==> config.mk <==
export PLATFORM = sky130hd
export DESIGN_NAME = mmc_spi_flat
export DESIGN_NICKNAME = d
export VERILOG_FILES = /design/src/rtl/mmc_spi_if.sv /design/src/rtl/mmc_spi.sv /design/src/flat_wrapper.sv
export SDC_FILE = /design/constraint.sdc
export NUM_CORES = 1
export LEC_CHECK = 0
export ABC_AREA = 0
export CAP_MARGIN = 20
export CORE_AREA = 2 2 69 71
export DETAILED_ROUTE_END_ITERATION = 8
export DIE_AREA = 0 0 71 73
export DONT_BUFFER_PORTS = 1
export SKIP_CTS_REPAIR_TIMING = 1
export SLEW_MARGIN = 20
export SYNTH_ARGS = -nofsm -noshare
export SYNTH_HDL_FRONTEND = slang
export SYNTH_SLANG_ARGS = --single-unit
export TNS_END_PERCENT = 20
==> constraint.sdc <==
create_clock -name clk -period 5.1 [get_ports clk]
set_input_delay 0.765 -clock clk [delete_from_list [all_inputs] [get_ports clk]]
set_output_delay 0.765 -clock clk [all_outputs]
set_load 0.02 [all_outputs]
==> src/rtl/mmc_spi_if.sv <==
// Host-side handshake bundle of the MMC SPI byte engine.
// The controller uses the master modport; the engine uses slave.
interface mmc_spi_if;
  logic       start;
  logic       speed;
  logic [7:0] wdata;
  logic       cs_assert;
  logic [7:0] rdata;
  logic       busy;
  logic       done;

  modport master (output start, speed, wdata, cs_assert,
                  input  rdata, busy, done);
  modport slave  (input  start, speed, wdata, cs_assert,
                  output rdata, busy, done);
endinterface

==> src/rtl/mmc_spi.sv <==
// SPI mode-0 byte engine for an SD/MMC card: shifts one byte out MSB first
// while shifting one byte in, at a slow (init) or fast (data) SCLK rate.
module mmc_spi #(
  parameter int SLOW_DIV = 64,
  parameter int FAST_DIV = 2
) (
  input  logic        clk,
  input  logic        reset,
  mmc_spi_if.slave    host,
  output logic        mmc_cs,
  output logic        mmc_sclk,
  output logic        mmc_do,
  input  logic        mmc_di
);

  typedef enum logic [1:0] {IDLE, LOW, HIGH} state_t;

  localparam logic [7:0] SLOW = 8'(SLOW_DIV);
  localparam logic [7:0] FAST = 8'(FAST_DIV);

  state_t     state_q, state_d;
  logic [7:0] div_q, div_d;
  logic [7:0] cnt_q, cnt_d;
  logic [7:0] sh_q, sh_d;
  logic [7:0] rdata_q, rdata_d;
  logic [2:0] bit_q, bit_d;
  logic       sclk_q, sclk_d;
  logic       do_q, do_d;
  logic       cs_q, cs_d;
  logic       busy_q, busy_d;
  logic       done_q, done_d;

  logic [7:0] div_sel;
  logic       cnt_zero;

  assign div_sel  = host.speed ? FAST : SLOW;
  assign cnt_zero = (cnt_q == 8'd0);

  always_ff @(posedge clk or posedge reset) begin
    if (reset) begin
      state_q <= IDLE;
      div_q   <= 8'd0;
      cnt_q   <= 8'd0;
      sh_q    <= 8'd0;
      rdata_q <= 8'd0;
      bit_q   <= 3'd0;
      sclk_q  <= 1'b0;
      do_q    <= 1'b1;
      cs_q    <= 1'b1;
      busy_q  <= 1'b0;
      done_q  <= 1'b0;
    end else begin
      state_q <= state_d;
      div_q   <= div_d;
      cnt_q   <= cnt_d;
      sh_q    <= sh_d;
      rdata_q <= rdata_d;
      bit_q   <= bit_d;
      sclk_q  <= sclk_d;
      do_q    <= do_d;
      cs_q    <= cs_d;
      busy_q  <= busy_d;
      done_q  <= done_d;
    end
  end

  always_comb begin
    state_d = state_q;
    case (state_q)
      IDLE:    if (host.start) state_d = LOW;
      LOW:     if (cnt_zero)   state_d = HIGH;
      HIGH:    if (cnt_zero)   state_d = (bit_q == 3'd0) ? IDLE : LOW;
      default: state_d = IDLE;
    endcase
  end

  // mmc_do is registered so it only moves with the falling SCLK edge, even
  // though the shift register already advances on the rising edge.
  always_comb begin
    div_d   = div_q;
    cnt_d   = cnt_q;
    sh_d    = sh_q;
    rdata_d = rdata_q;
    bit_d   = bit_q;
    sclk_d  = sclk_q;
    do_d    = do_q;
    cs_d    = cs_q;
    done_d  = 1'b0;
    busy_d  = (state_d != IDLE);
    case (state_q)
      IDLE: begin
        cs_d   = ~host.cs_assert;
        sclk_d = 1'b0;
        do_d   = 1'b1;
        if (host.start) begin
          div_d = div_sel;
          cnt_d = div_sel - 8'd1;
          sh_d  = host.wdata;
          bit_d = 3'd7;
          do_d  = host.wdata[7];
        end
      end
      LOW: begin
        if (cnt_zero) begin
          cnt_d  = div_q - 8'd1;
          sclk_d = 1'b1;
          sh_d   = {sh_q[6:0], mmc_di};
        end else begin
          cnt_d = cnt_q - 8'd1;
        end
      end
      HIGH: begin
        if (cnt_zero) begin
          sclk_d = 1'b0;
          if (bit_q == 3'd0) begin
            rdata_d = sh_q;
            done_d  = 1'b1;
            do_d    = 1'b1;
          end else begin
            bit_d = bit_q - 3'd1;
            cnt_d = div_q - 8'd1;
            do_d  = sh_q[7];
          end
        end else begin
          cnt_d = cnt_q - 8'd1;
        end
      end
      default: ;
    endcase
  end

  assign host.rdata = rdata_q;
  assign host.busy  = busy_q;
  assign host.done  = done_q;
  assign mmc_cs     = cs_q;
  assign mmc_sclk   = sclk_q;
  assign mmc_do     = do_q;

endmodule

==> src/flat_wrapper.sv <==
// flat-port wrapper written by rule: the top's interface ports become plain ports
module mmc_spi_flat 
#(
  parameter int SLOW_DIV = 64,
  parameter int FAST_DIV = 2
)
  (clk, reset, mmc_cs, mmc_sclk, mmc_do, mmc_di, host_start, host_speed, host_wdata, host_cs_assert, host_rdata, host_busy, host_done);
  mmc_spi_if host_i ();
  input  logic clk;
  input  logic reset;
  output logic mmc_cs;
  output logic mmc_sclk;
  output logic mmc_do;
  input  logic mmc_di;
  input wire logic [$bits(host_i.start)-1:0] host_start;
  input wire logic [$bits(host_i.speed)-1:0] host_speed;
  input wire logic [$bits(host_i.wdata)-1:0] host_wdata;
  input wire logic [$bits(host_i.cs_assert)-1:0] host_cs_assert;
  output wire logic [$bits(host_i.rdata)-1:0] host_rdata;
  output wire logic [$bits(host_i.busy)-1:0] host_busy;
  output wire logic [$bits(host_i.done)-1:0] host_done;
  assign host_i.start = host_start;
  assign host_i.speed = host_speed;
  assign host_i.wdata = host_wdata;
  assign host_i.cs_assert = host_cs_assert;
  assign host_rdata = host_i.rdata;
  assign host_busy = host_i.busy;
  assign host_done = host_i.done;
  mmc_spi #(.SLOW_DIV(SLOW_DIV), .FAST_DIV(FAST_DIV)) u_core (.clk(clk), .reset(reset), .host(host_i), .mmc_cs(mmc_cs), .mmc_sclk(mmc_sclk), .mmc_do(mmc_do), .mmc_di(mmc_di));
endmodule
======== After elaboration in Yosys (flattened, before gate mapping) ========
Cells that the tools add are included.
storage, ports and cells
  register bits after elaboration ......... 42
  bits in latches ......................... 0
  memory bits (writable) .................. 0
  bits in read-only memories .............. 0
  input bits .............................. 14
  output and inout port bits .............. 13
  word-level logic and storage cells ...... 65
  memories ................................ 0
cells by class
  add/subtract/negate cells ............... 4
  multipliers ............................. 0
  divide/modulo/power cells ............... 0
  order comparisons ....................... 0
  equal/unequal tests ..................... 7
  shift-type cells ........................ 0
  multiplexer cells ....................... 28
  bitwise logic cells ..................... 1
  reduce and logical (&&, ||, !) cells .... 14
operators with widths
  kind                                                                      count
  8-bit two-way mux                                                         6
  8-bit case mux with 3 select lines                                        1
  8-bit by 1-bit subtractor with 8-bit output (second input constant)       3
  8-bit case mux with 2 select lines                                        1
  3-bit AND reduction                                                       4
  1-bit two-way mux                                                         9
  3-bit two-way mux                                                         3
  8-bit logical NOT                                                         1
  7-bit two-way mux                                                         1
  2-bit two-way mux                                                         3
  2-bit case mux with 3 select lines                                        1
  3-bit case mux with 2 select lines                                        1
  2-bit nonzero test                                                        3
  2-bit by 1-bit inequality test with 1-bit output (second input constant)  2
  2-bit inequality test (second input constant)                             2
  2-bit AND reduction                                                       2
  4-bit AND reduction                                                       1
  3-bit logical NOT                                                         1
  3-bit inequality test (second input constant)                             1
  1-bit case mux with 3 select lines                                        1
  3-bit nonzero test                                                        1
  3-bit by 1-bit subtractor with 3-bit output (second input constant)       1
  2-bit by 1-bit equality test with 1-bit output (second input constant)    1
  2-bit equality test (second input constant)                               1
  other kinds (3)                                                           3

======== Longest topological paths before layout ========
Gate-level depths: netlist of run 1.
  depth after elaboration ................. 5
  mapped depth ............................ 9
  depth with buffers taken out ............ 8

======== Worst setup path before layout of run 1 ========
No wires, ideal clock.
  path kind ............................... register to register
  start ................................... register u_core.cnt_q[2]
  end ..................................... register u_core.cnt_q[6]
  setup time .............................. 0.110 ns
  data arrival time ....................... 1.879 ns
  required time ........................... 4.990 ns
  path slack .............................. 3.111 ns
  cell stages (with the launch flop) ...... 8
  buffers on the path ..................... 0
  clock period less this slack ............ 1.989 ns
  path through ............................ dfrtp_1 or4_4 nor2_4 a21oi_1 ha_1 inv_1 mux2i_1 o41ai_1
on the way
  word-level cells in the longest chain between the ends .. 3
  elaborated cells between the ends (all ways) .. 7
  classes of those cells .................. add/sub (1); eq/ne (1); mux (3); reduce/logical (2)
ends and longest elaborated chain
  item                                                                                     line                                           text
  from (decl)                                                                              mmc_spi.sv:23                                  logic [7:0] cnt_q, cnt_d;
  from (signal assigned)                                                                   mmc_spi.sv:55                                  cnt_q <= cnt_d;
  8-bit by 1-bit subtractor with 8-bit output / 8-bit logical NOT (equally long branches)  mmc_spi.sv:109, mmc_spi.sv:125, mmc_spi.sv:37
  8-bit two-way mux (tied with other cells)                                                mmc_spi.sv:113                                 if (cnt_zero) begin
  8-bit case mux with 3 select lines / 3-bit AND reduction (equally long branches)         -
Parallel ways exist; a longest one is shown, timed or not.
A chain may end at the register's enable or synchronous reset.

======== Worst setup path in the final report of run 1 ========
  start ................................... register u_core.state_q[0]
  end ..................................... register u_core.cnt_q[1]
on the way
  word-level cells in the longest chain between the ends .. 3
  elaborated cells between the ends (all ways) .. 8
  classes of those cells .................. eq/ne (4); mux (1); reduce/logical (3)
ends and longest elaborated chain
  item                                                            line           text
  from (decl)                                                     mmc_spi.sv:21  state_t state_q, state_d;
  from (signal assigned)                                          mmc_spi.sv:53  state_q <= state_d;
  2-bit equality test (tied with other cells)                     mmc_spi.sv:90  case (state_q)
  3-bit inequality test (no source line) (tied with other cells)  -
  3-bit AND reduction (no source line)                            -
Parallel ways exist; a longest one is shown, timed or not.

==> metrics, run 1 <==
status completed; fraction of registers with async set/reset 100%; Avg Vias per Cell 6.16; via count 1442; Syn Inst Count 177; initial antenna violation count 0; final setup vio count 0; share of cells above drive strength 1 15.6%; worst-skew pair later-pin latency 0.29 ns; Post-Synth Adder-Cell Area 4.58%; Slowest Stage Delay on Critical Path ~0.50 ns; Synth top area share 44.5%; Netlist cell types 49; Num CTS Buffers 5; Slew Viols, Final 0; crit path DAT 2.68 ns; Highest Clock Rate 401 MHz; mux contribution to synthesized area under 10%; met3 Use GR 5.52%; #FFs+latches synth 36; CP endpoint kind flop; worst slew pin tran about 0.53 ns; grt met2 use 31.3%; Cell Area, Placed 1960 µm²; largest net degree at the start of global routing 37; Crit Path Max Fanout 14; dpl ws 2.63 ns; Min Hold Slack 0.459 ns; DP HPWL between 3000 and 4000 µm; die area 5180 µm²; Comb power frac 1.2%; max-cap viol count 0; post-route ant nets 0; Post-synth top cells 34 x dfrtp_1, 14 x inv_1, 9 x a31oi_1; drt wl/cell 18.2 µm; CP Launch Type flop; CTS tree yes; reg2reg start u_core.state_q[0]$_DFF_PP0_; Syn. warnings 0; Synth Net Count 198; reg2reg setup slack between 2 and 3 ns; Post-Route WL 4270 µm; grt ovf 0; EDFF count, synth 0; cell area power density around 260 nW/µm²; n_diodes 0; gr busiest metal met2; P_sw 116 µW; Placement Rows 25; Finished Cell Area slightly above 2000 µm²; XOR/XNOR Fraction of Synth Area 0%; sequential share of the synthesized area ~47%; Synth Area in Compound Gates 22.3%; Fill cells 412; Lkg Pwr 0.913 nW; met1 Usage GRT 22.4%; P&R area growth vs syn 8.44%; CTS Root Cell clkbuf_8; # clock sinks 36; Initial DRT Pass Iterations 4; sw frac 21.2%; Routability Congestion 0.853; Cell Int Power 431 µW; first-pass GRT wire length between 7000 and 8000 µm; simple-gate share of the synthesized area 14.4%; DIE WIDTH 71 µm; R2R Path End u_core.cnt_q[1]$_DFFE_PP0P_; final setup margin between 2 and 3 ns; top_reg_cell synth dfrtp_1; Post-Syn Area about 1900 µm²; num ports 27; Synth area leaders dfrtp_1 44%, mux2_2 4.7%, ha_1 4.6%, o22a_1 3.7%, o21a_1 3.1%; RSZ-0062 raised after global routing false; dpl cells 226; Reg clk slew, reported paths 0.08 ns; Port Buf Inserts 0; maximum VDD drop around 0.15 mV; Fin Clk Skew 0.00912 ns; share of power burned in registers 52.1%; core outline area roughly 4500 µm²; Critical Path RT 5.28 ns; Max-slew headroom 64.5%; die height 73 µm; Clock Power Share 46.7%; fin crit share 48.9%; slowest stage cell on the critical path ha_1; post-route insts no fill 234; Final min period 2.49 ns; CTS H-tree lvls 2; worst-path cell chain inv_1 -> ha_1 -> and3b_1 -> nand3_2 -> nand2_1 -> mux2_2; depth of the most critical reg-to-reg path 6; largest family of logic cells by synthesized area compound AO/OA/AOI/OAI gates; post-detailed-route DRC marker count 0; Iteration-0 DRC Markers between 90 and 100; Layout Nets 200; cell with the most instances after synthesis dfrtp_1; TNS Setup 0 ns; vias in the first global route 1475; Mapped Avg Cell Area 10.8 µm²; CP Class flop to flop; deepest clock path buffer count 2; post-synth top area cell dfrtp_1; Starting Density 42.2%; final count of hold timing violations 0; total track usage 18.3%; HP Class input port to async pin
-- layout by cell type (no fill, tap or decap), types with 2 or more instances in the layout --
master	n
nor2_1	7
o22a_1	8
o22ai_1	3
nor3_1	3
a31oi_1	9
ha_1	7
dfrtp_1	34
nor3b_1	2
o41ai_1	2
dfstp_2	2
a21oi_1	6
mux2_2	8
o21ai_0	7
o2bb2ai_1	2
o211ai_1	2
inv_1	14
or4_4	2
nand2b_1	2
nand2_1	8
nand3_1	4
o21a_1	8
mux2_1	2
clkbuf_8	5
o31ai_1	2
nand4_1	2
mux2i_1	3
-- metal layers --
metal / share of wire (%) / up-vias / routed length (µm)
met2: 51 / 55 / 2160
li1: - / 668 / -
met4: 1.6 / 0 / 69
met3: 6.3 / 8 / 270
met5: 0 / - / 0
met1: 41 / 711 / 1770
-- how the worst max path moves through the flow --
| stage | from | endpoint | cells past startpoint |
|---|---|---|---|
| 5_1_grt | u_core.state_q[0]$_DFF_PP0_ | u_core.cnt_q[1]$_DFFE_PP0P_ | 6 |
| 2_1_floorplan | u_core.cnt_q[2]$_DFFE_PP0P_ | u_core.cnt_q[6]$_DFFE_PP0P_ | 7 |
| 4_1_cts | u_core.state_q[0]$_DFF_PP0_ | u_core.cnt_q[1]$_DFFE_PP0P_ | 6 |
| 6_report | u_core.state_q[0]$_DFF_PP0_ | u_core.cnt_q[1]$_DFFE_PP0P_ | 6 |
| 3_5_place_dp | u_core.state_q[0]$_DFF_PP0_ | u_core.cnt_q[1]$_DFFE_PP0P_ | 6 |
| 3_3_place_gp | u_core.state_q[0]$_DFF_PP0_ | u_core.cnt_q[1]$_DFFE_PP0P_ | 6 |
-- logic make-up after synthesis --
group / after synthesis
compound gates: 58
simple gates: 43
buf+inv: 20
mux: 13
flops: 36
fa+ha+maj: 7
-- area by class of cell --
type                    count  area [µm²]  share of cell area, %
flip-flops and latches     36         903                   43.5
well taps                  54        67.6                   3.26
inverters                  14        52.6                   2.53
clock inverters             3        42.5                   2.05
clock buffers               5        68.8                   3.32
repair buffers              1        7.51                  0.362
multi-input cells         121         932                   44.9
-- worst max-delay path: cells and delay by family (launching register included) --
family                     cells  cell delay, ns
muxes                          1            0.38
and+or+nand+nor                3            0.94
buffers and inverters          1            0.11
adders and majority gates      1            0.50
DFF                            1            0.44
-- per-stage QoR --
step,utilization [%],power (mW)
detailed placement,43.3,0.298
global placement,43.3,0.298
CTS,45.7,0.552
finish,45.7,0.547
floorplan,-,0.296
global route,45.7,0.562
-- flip-flops by register name, summed over array words and instances (netlist names), 2 cells and up --
| signal | count |
|---|---|
| u_core.div_q | 2 |
| u_core.cnt_q | 8 |
| u_core.host.rdata | 8 |
| u_core.sh_q | 8 |
| u_core.state_q | 2 |
| u_core.bit_q | 3 |
-- power groups by stage --
stage          Combinational (mW)  Clock [mW]  Sequential [mW]
5_1_grt                   0.00825       0.269            0.285
4_1_cts                   0.00711       0.260            0.285
3_3_place_gp              0.00701           0            0.291
2_1_floorplan             0.00562           0            0.291
3_5_place_dp              0.00718           0            0.291
6_report                  0.00661       0.255            0.285
Power figures use the tool's default switching activity.
==> run 2: changes to the inputs <==
clock period = 2.04 ns   (was 5.1 ns; I/O delays follow)
==> metrics, run 2 (synthesized netlist as in run 1, its figures left out) <==
Num CTS Buffers 5 (unchanged); Initial DRT Pass Iterations 4 (unchanged); max-cap viol count 0 (unchanged); Layout Nets 215 (was 200); Max-slew headroom 69.3% (was 64.5%); CP Launch Type flop (unchanged); final count of hold timing violations 0 (unchanged); worst slew pin tran 0.460 ns (was 0.532 ns); DP HPWL 3220 µm (was 3080 µm); initial antenna violation count 0 (unchanged); Fin Clk Skew 0.00190 ns (was 0.00912 ns); Cell Int Power 1.08 mW (was 431 µW); total track usage 18.1% (was 18.3%); RSZ-0062 raised after global routing false (unchanged); Comb power frac 1.3% (was 1.2%); fin crit share 94.7% (was 48.9%); CP endpoint kind flop (unchanged); Starting Density 42.2% (unchanged); P_sw 278 µW (was 116 µW); drt wl/cell 17.7 µm (was 18.2 µm); Routability Congestion 0.952 (was 0.853); cell area power density 617 nW/µm² (was 264 nW/µm²); HP Class input port to async pin (unchanged); deepest clock path buffer count 2 (unchanged); share of cells above drive strength 1 23.1% (was 15.6%); first-pass GRT wire length 7250 µm (was 7390 µm); P&R area growth vs syn 14.8% (was 8.44%); post-route ant nets 0 (unchanged); num ports 27 (unchanged); depth of the most critical reg-to-reg path 8 (was 6); reg2reg start u_core.cnt_q[0]$_DFFE_PP0P_ (was u_core.state_q[0]$_DFF_PP0_); Avg Vias per Cell 6.04 (was 6.16); met1 Usage GRT 21.3% (was 22.4%); Port Buf Inserts 0 (unchanged); gr busiest metal met2 (unchanged); Final min period 1.93 ns (was 2.49 ns); # clock sinks 36 (unchanged); CP Class flop to flop (unchanged); final setup vio count 0 (unchanged); R2R Path End u_core.cnt_q[6]$_DFFE_PP0P_ (was u_core.cnt_q[1]$_DFFE_PP0P_); TNS Setup 0 ns (unchanged); Slew Viols, Final 0 (unchanged); Iteration-0 DRC Markers 78 (was 95); crit path DAT 2.10 ns (was 2.68 ns); worst-skew pair later-pin latency 0.29 ns (about the same); reg2reg setup slack 0.11 ns (was 2.61 ns); vias in the first global route 1524 (was 1475); Lkg Pwr 0.986 nW (was 0.913 nW); Clock Power Share 46.1% (was 46.7%); via count 1504 (was 1442); core outline area 4540 µm² (unchanged); die height 73 µm (unchanged); DIE WIDTH 71 µm (unchanged); share of power burned in registers 52.6% (was 52.1%); CTS Root Cell clkbuf_8 (unchanged); sw frac 20.5% (was 21.2%); Tot Pwr 1.36 mW (was 547 µW); grt ovf 0 (unchanged); status completed (unchanged); Placement Rows 25 (unchanged); Critical Path RT 2.21 ns (was 5.28 ns); Finished Cell Area 2200 µm² (was 2070 µm²); Highest Clock Rate 518 MHz (was 401 MHz); most common cell after layout, fill and taps aside dfrtp_1 (unchanged); met3 Use GR 4.42% (was 5.52%); Post-Route WL 4400 µm (was 4270 µm); Crit Path Max Fanout 5 (was 14); Cell Area, Placed 2080 µm² (was 1960 µm²); CTS H-tree lvls 2 (unchanged); grt met2 use 30.4% (was 31.3%); n_diodes 0 (unchanged); die area 5180 µm² (unchanged); Min Hold Slack 0.0124 ns (was 0.459 ns); post-detailed-route DRC marker count 0 (unchanged); CTS tree yes (unchanged); final core occ 48.4% (was 45.7%); commonest non-fill, non-tap cells in the layout 34 x dfrtp_1, 16 x buf_4, 14 x inv_1, 9 x a31oi_1 (was 34 x dfrtp_1, 14 x inv_1, 9 x a31oi_1); maximum VDD drop 0.438 mV (was 0.148 mV); Reg clk slew, reported paths 0.07 ns (was 0.08 ns); largest net degree at the start of global routing 37 (unchanged)
==> run 2: cell count changes in the layout (fill, tap and decap cells not counted), sizes merged <==
cell | before | now
buf | 1 | 16
==> run 2: power by group through the flow <==
stage                     logic, mW  registers (mW)  clock network [mW]
after global placement       0.0175           0.727                   0
after global routing         0.0197           0.713               0.672
after CTS                    0.0180           0.713               0.642
after floorplan              0.0140           0.727                   0
final                        0.0172           0.713               0.625
after detailed placement     0.0180           0.727                   0
==> run 2: worst max-delay path, stage by stage (launching register included) <==
cell     delay (ns)
dfrtp_1        0.39
or4_4          0.58
nor2_4         0.11
a21oi_1        0.07
ha_1           0.27
inv_1          0.12
nor2_1         0.05
mux2i_1        0.15
o41ai_2        0.07
==> run 2: routing by layer <==
metal | up-vias | wire, µm
met5 | - | 0
met1 | 747 | 1900
met2 | 44 | 2190
met4 | 0 | 119
li1 | 700 | -
met3 | 13 | 192
==> run 2: layout make-up <==
cell class,instances,area (µm²)
inverter,14,52.6
multi-input combinational,121,942
fill,401,2340
sequential,36,903
timing repair buffer,16,120
clock inverter,3,42.5
clock buffer,5,68.8
tap,54,67.6
==> run 2: worst max path at each step <==
stage                             endpoint                         from  depth (start not counted)  slack (ns)
6_report       u_core.cnt_q[6]$_DFFE_PP0P_  u_core.cnt_q[0]$_DFFE_PP0P_                          8        0.11
5_1_grt        u_core.cnt_q[6]$_DFFE_PP0P_  u_core.cnt_q[0]$_DFFE_PP0P_                          8        0.02
4_1_cts        u_core.cnt_q[6]$_DFFE_PP0P_  u_core.cnt_q[0]$_DFFE_PP0P_                          7        0.08
3_5_place_dp   u_core.cnt_q[6]$_DFFE_PP0P_  u_core.cnt_q[0]$_DFFE_PP0P_                          7        0.09
3_3_place_gp   u_core.cnt_q[6]$_DFFE_PP0P_  u_core.cnt_q[0]$_DFFE_PP0P_                          7        0.16
2_1_floorplan  u_core.cnt_q[6]$_DFFE_PP0P_  u_core.cnt_q[2]$_DFFE_PP0P_                          7        0.05
==> run 2: stage by stage <==
stage,setup WS [ns],std cells
2_1_floorplan,0.0511,177
3_3_place_gp,0.165,241
3_5_place_dp,0.0943,241
4_1_cts,0.0825,249
5_1_grt,0.0192,249
6_report,0.108,249
==> run 3: changes to the inputs <==
GPL_TIMING_DRIVEN = 0   (was not set)
SETUP_SLACK_MARGIN = 0.4   (was not set)
==> metrics, run 3 (synthesized netlist as in run 1, its figures left out) <==
Slowest Stage Delay on Critical Path 0.58 ns (about the same); first-pass GRT wire length 7110 µm (was 7250 µm); Num CTS Buffers 5 (unchanged); die height 73 µm (unchanged); final setup vio count 0 (unchanged); post-route ant nets 0 (unchanged); CP delay by family, top simple AND/OR/NAND/NOR gates (unchanged); Reg clk slew, reported paths 0.08 ns (was 0.07 ns); area occupied by multi-input gates 1020 µm² (was 942 µm²); TNS Setup 0 ns (unchanged); n_diodes 0 (unchanged); CTS H-tree lvls 2 (unchanged); # clock sinks 36 (unchanged); CTS Root Cell clkbuf_8 (unchanged); drt wl/cell 17.7 µm (about the same); CTS tree yes (unchanged); fin crit share 95.3% (was 94.7%); deepest clock path buffer count 2 (unchanged); Min Hold Slack 0.0147 ns (was 0.0124 ns); Iteration-0 DRC Markers 196 (was 78); Avg Vias per Cell 6.04 (about the same); post-route insts no fill 251 (was 249); Critical path buffers and inverters 0 (was 1); most common cell after layout, fill and taps aside dfrtp_1 (unchanged); maximum VDD drop 0.323 mV (was 0.438 mV); core outline area 4540 µm² (unchanged); RSZ-0062 raised after global routing true (was false); DIE WIDTH 71 µm (unchanged); grt ovf 0 (unchanged); Final min period 1.94 ns (was 1.93 ns); die area 5180 µm² (unchanged); commonest non-fill, non-tap cells in the layout 30 x dfrtp_1, 12 x inv_1, 12 x buf_4, 9 x a31oi_1 (was 34 x dfrtp_1, 16 x buf_4, 14 x inv_1, 9 x a31oi_1); num ports 27 (unchanged); Lkg Pwr 0.991 nW (was 0.986 nW); via count 1517 (was 1504); Layout Nets 217 (was 215); initial antenna violation count 0 (unchanged); Port Buf Inserts 0 (unchanged); post-detailed-route DRC marker count 0 (unchanged); CP endpoint kind flop (unchanged); Initial DRT Pass Iterations 4 (unchanged); CP Class flop to flop (unchanged); worst-path cell chain or4_4 -> nor2_4 -> a21oi_2 -> ha_4 -> o21bai_1 -> mux2_2 (was or4_4 -> nor2_4 -> a21oi_1 -> ha_1 -> inv_1 -> nor2_1 -> mux2i_1 -> o41ai_2); DP HPWL 2990 µm (was 3220 µm); Starting Density 42.2% (unchanged); Post-Route WL 4450 µm (was 4400 µm); cell area power density 603 nW/µm² (was 617 nW/µm²); worst slew pin tran 0.741 ns (was 0.460 ns); CP Launch Type flop (unchanged); P&R area growth vs syn 19.6% (was 14.8%); Max-slew headroom 50.5% (was 69.3%); max-cap viol count 0 (unchanged); crit path DAT 2.13 ns (was 2.10 ns); Routability Congestion 0.843 (was 0.952); HP Class input port to async pin (unchanged); largest net degree at the start of global routing 37 (unchanged); Highest Clock Rate 514 MHz (was 518 MHz); worst-skew pair later-pin latency 0.30 ns (was 0.29 ns); slowest stage cell on the critical path or4_4 (unchanged); Placement Rows 25 (unchanged); vias in the first global route 1502 (was 1524); register area 908 µm² (was 903 µm²); Fin Clk Skew 0.00811 ns (was 0.00190 ns); Fill cells 400 (was 401); Crit Path Max Fanout 6 (was 5); total track usage 17.5% (was 18.1%); Slew Viols, Final 0 (unchanged); status completed (unchanged); dpl cells 231 (was 241); Critical Path RT 2.22 ns (was 2.21 ns); reg2reg setup slack 0.1 ns (was 0.11 ns); final count of hold timing violations 0 (unchanged); share of cells above drive strength 1 31.0% (was 23.1%)
## run 3: cell count changes in the layout (fill, tap and decap cells not counted), sizes merged
cell    before  now
buf         16   15
clkbuf       5    8
clkinv       1    0
inv         14   15
## run 3: final cells by class
class                      count  share of cell area [%]
tap                           54                    2.95
clock inverter                 3                    2.02
clock buffer                   5                    3.01
multi-input combinational    121                    44.5
sequential                    36                    39.7
timing repair buffer          12                    3.94
buffer                         6                    1.53
inverter                      14                    2.30
## run 3: metal layers
layer / vias to the layer above / part of all wire (%) / GRT usage [%]
met5: - / 0 / 0
met4: 0 / 1.1 / 7.76
met3: 5 / 6.7 / 5.94
met2: 57 / 50 / 28.8
met1: 755 / 42 / 21.0
li1: 700 / - / -
## run 3: power breakdown
group	leakage [nW]	internal, mW	switching (mW)
Sequential	0.451	0.713	0
Clock	0.0548	0.368	0.280
Combinational	0.485	0.00210	0.0165
## run 3: final timing paths
kind,startpoint,end,cells past startpoint
worst max-delay path,u_core.cnt_q[1]$_DFFE_PP0P_,u_core.cnt_q[1]$_DFFE_PP0P_,6
worst min-delay path,reset,u_core.mmc_sclk$_DFFE_PP0P_,1
worst max register to register,u_core.cnt_q[1]$_DFFE_PP0P_,u_core.cnt_q[1]$_DFFE_PP0P_,6
worst min register to register,u_core.bit_q[0]$_DFFE_PP0P_,u_core.bit_q[0]$_DFFE_PP0P_,1
max in group asynchronous,reset,u_core.cnt_q[3]$_DFFE_PP0P_,1
min in group clk,host_cs_assert,u_core.mmc_cs$_DFFE_PP1P_,1
## run 3: stage by stage
stage | power, mW | instance area [µm²] | util, % | setup slack, ns
after floorplan | 0.741 | 1920 | - | 0.104
after global placement | 0.746 | 1990 | 43.8 | -0.166
after detailed placement | 0.746 | 1990 | 43.8 | -0.184
after CTS | 1.39 | 2100 | 46.4 | -0.187
after global routing | 1.43 | 2290 | 50.4 | 0.0450
final | 1.38 | 2290 | 50.4 | 0.0953
## run 3: worst register-to-register path: stages, from the launching register on
cell and delay, ns:
dfrtp_2 0.46, or4_4 0.58, nor2_4 0.13, a21oi_2 0.08, ha_4 0.27, o21bai_1 0.05, mux2_2 0.26
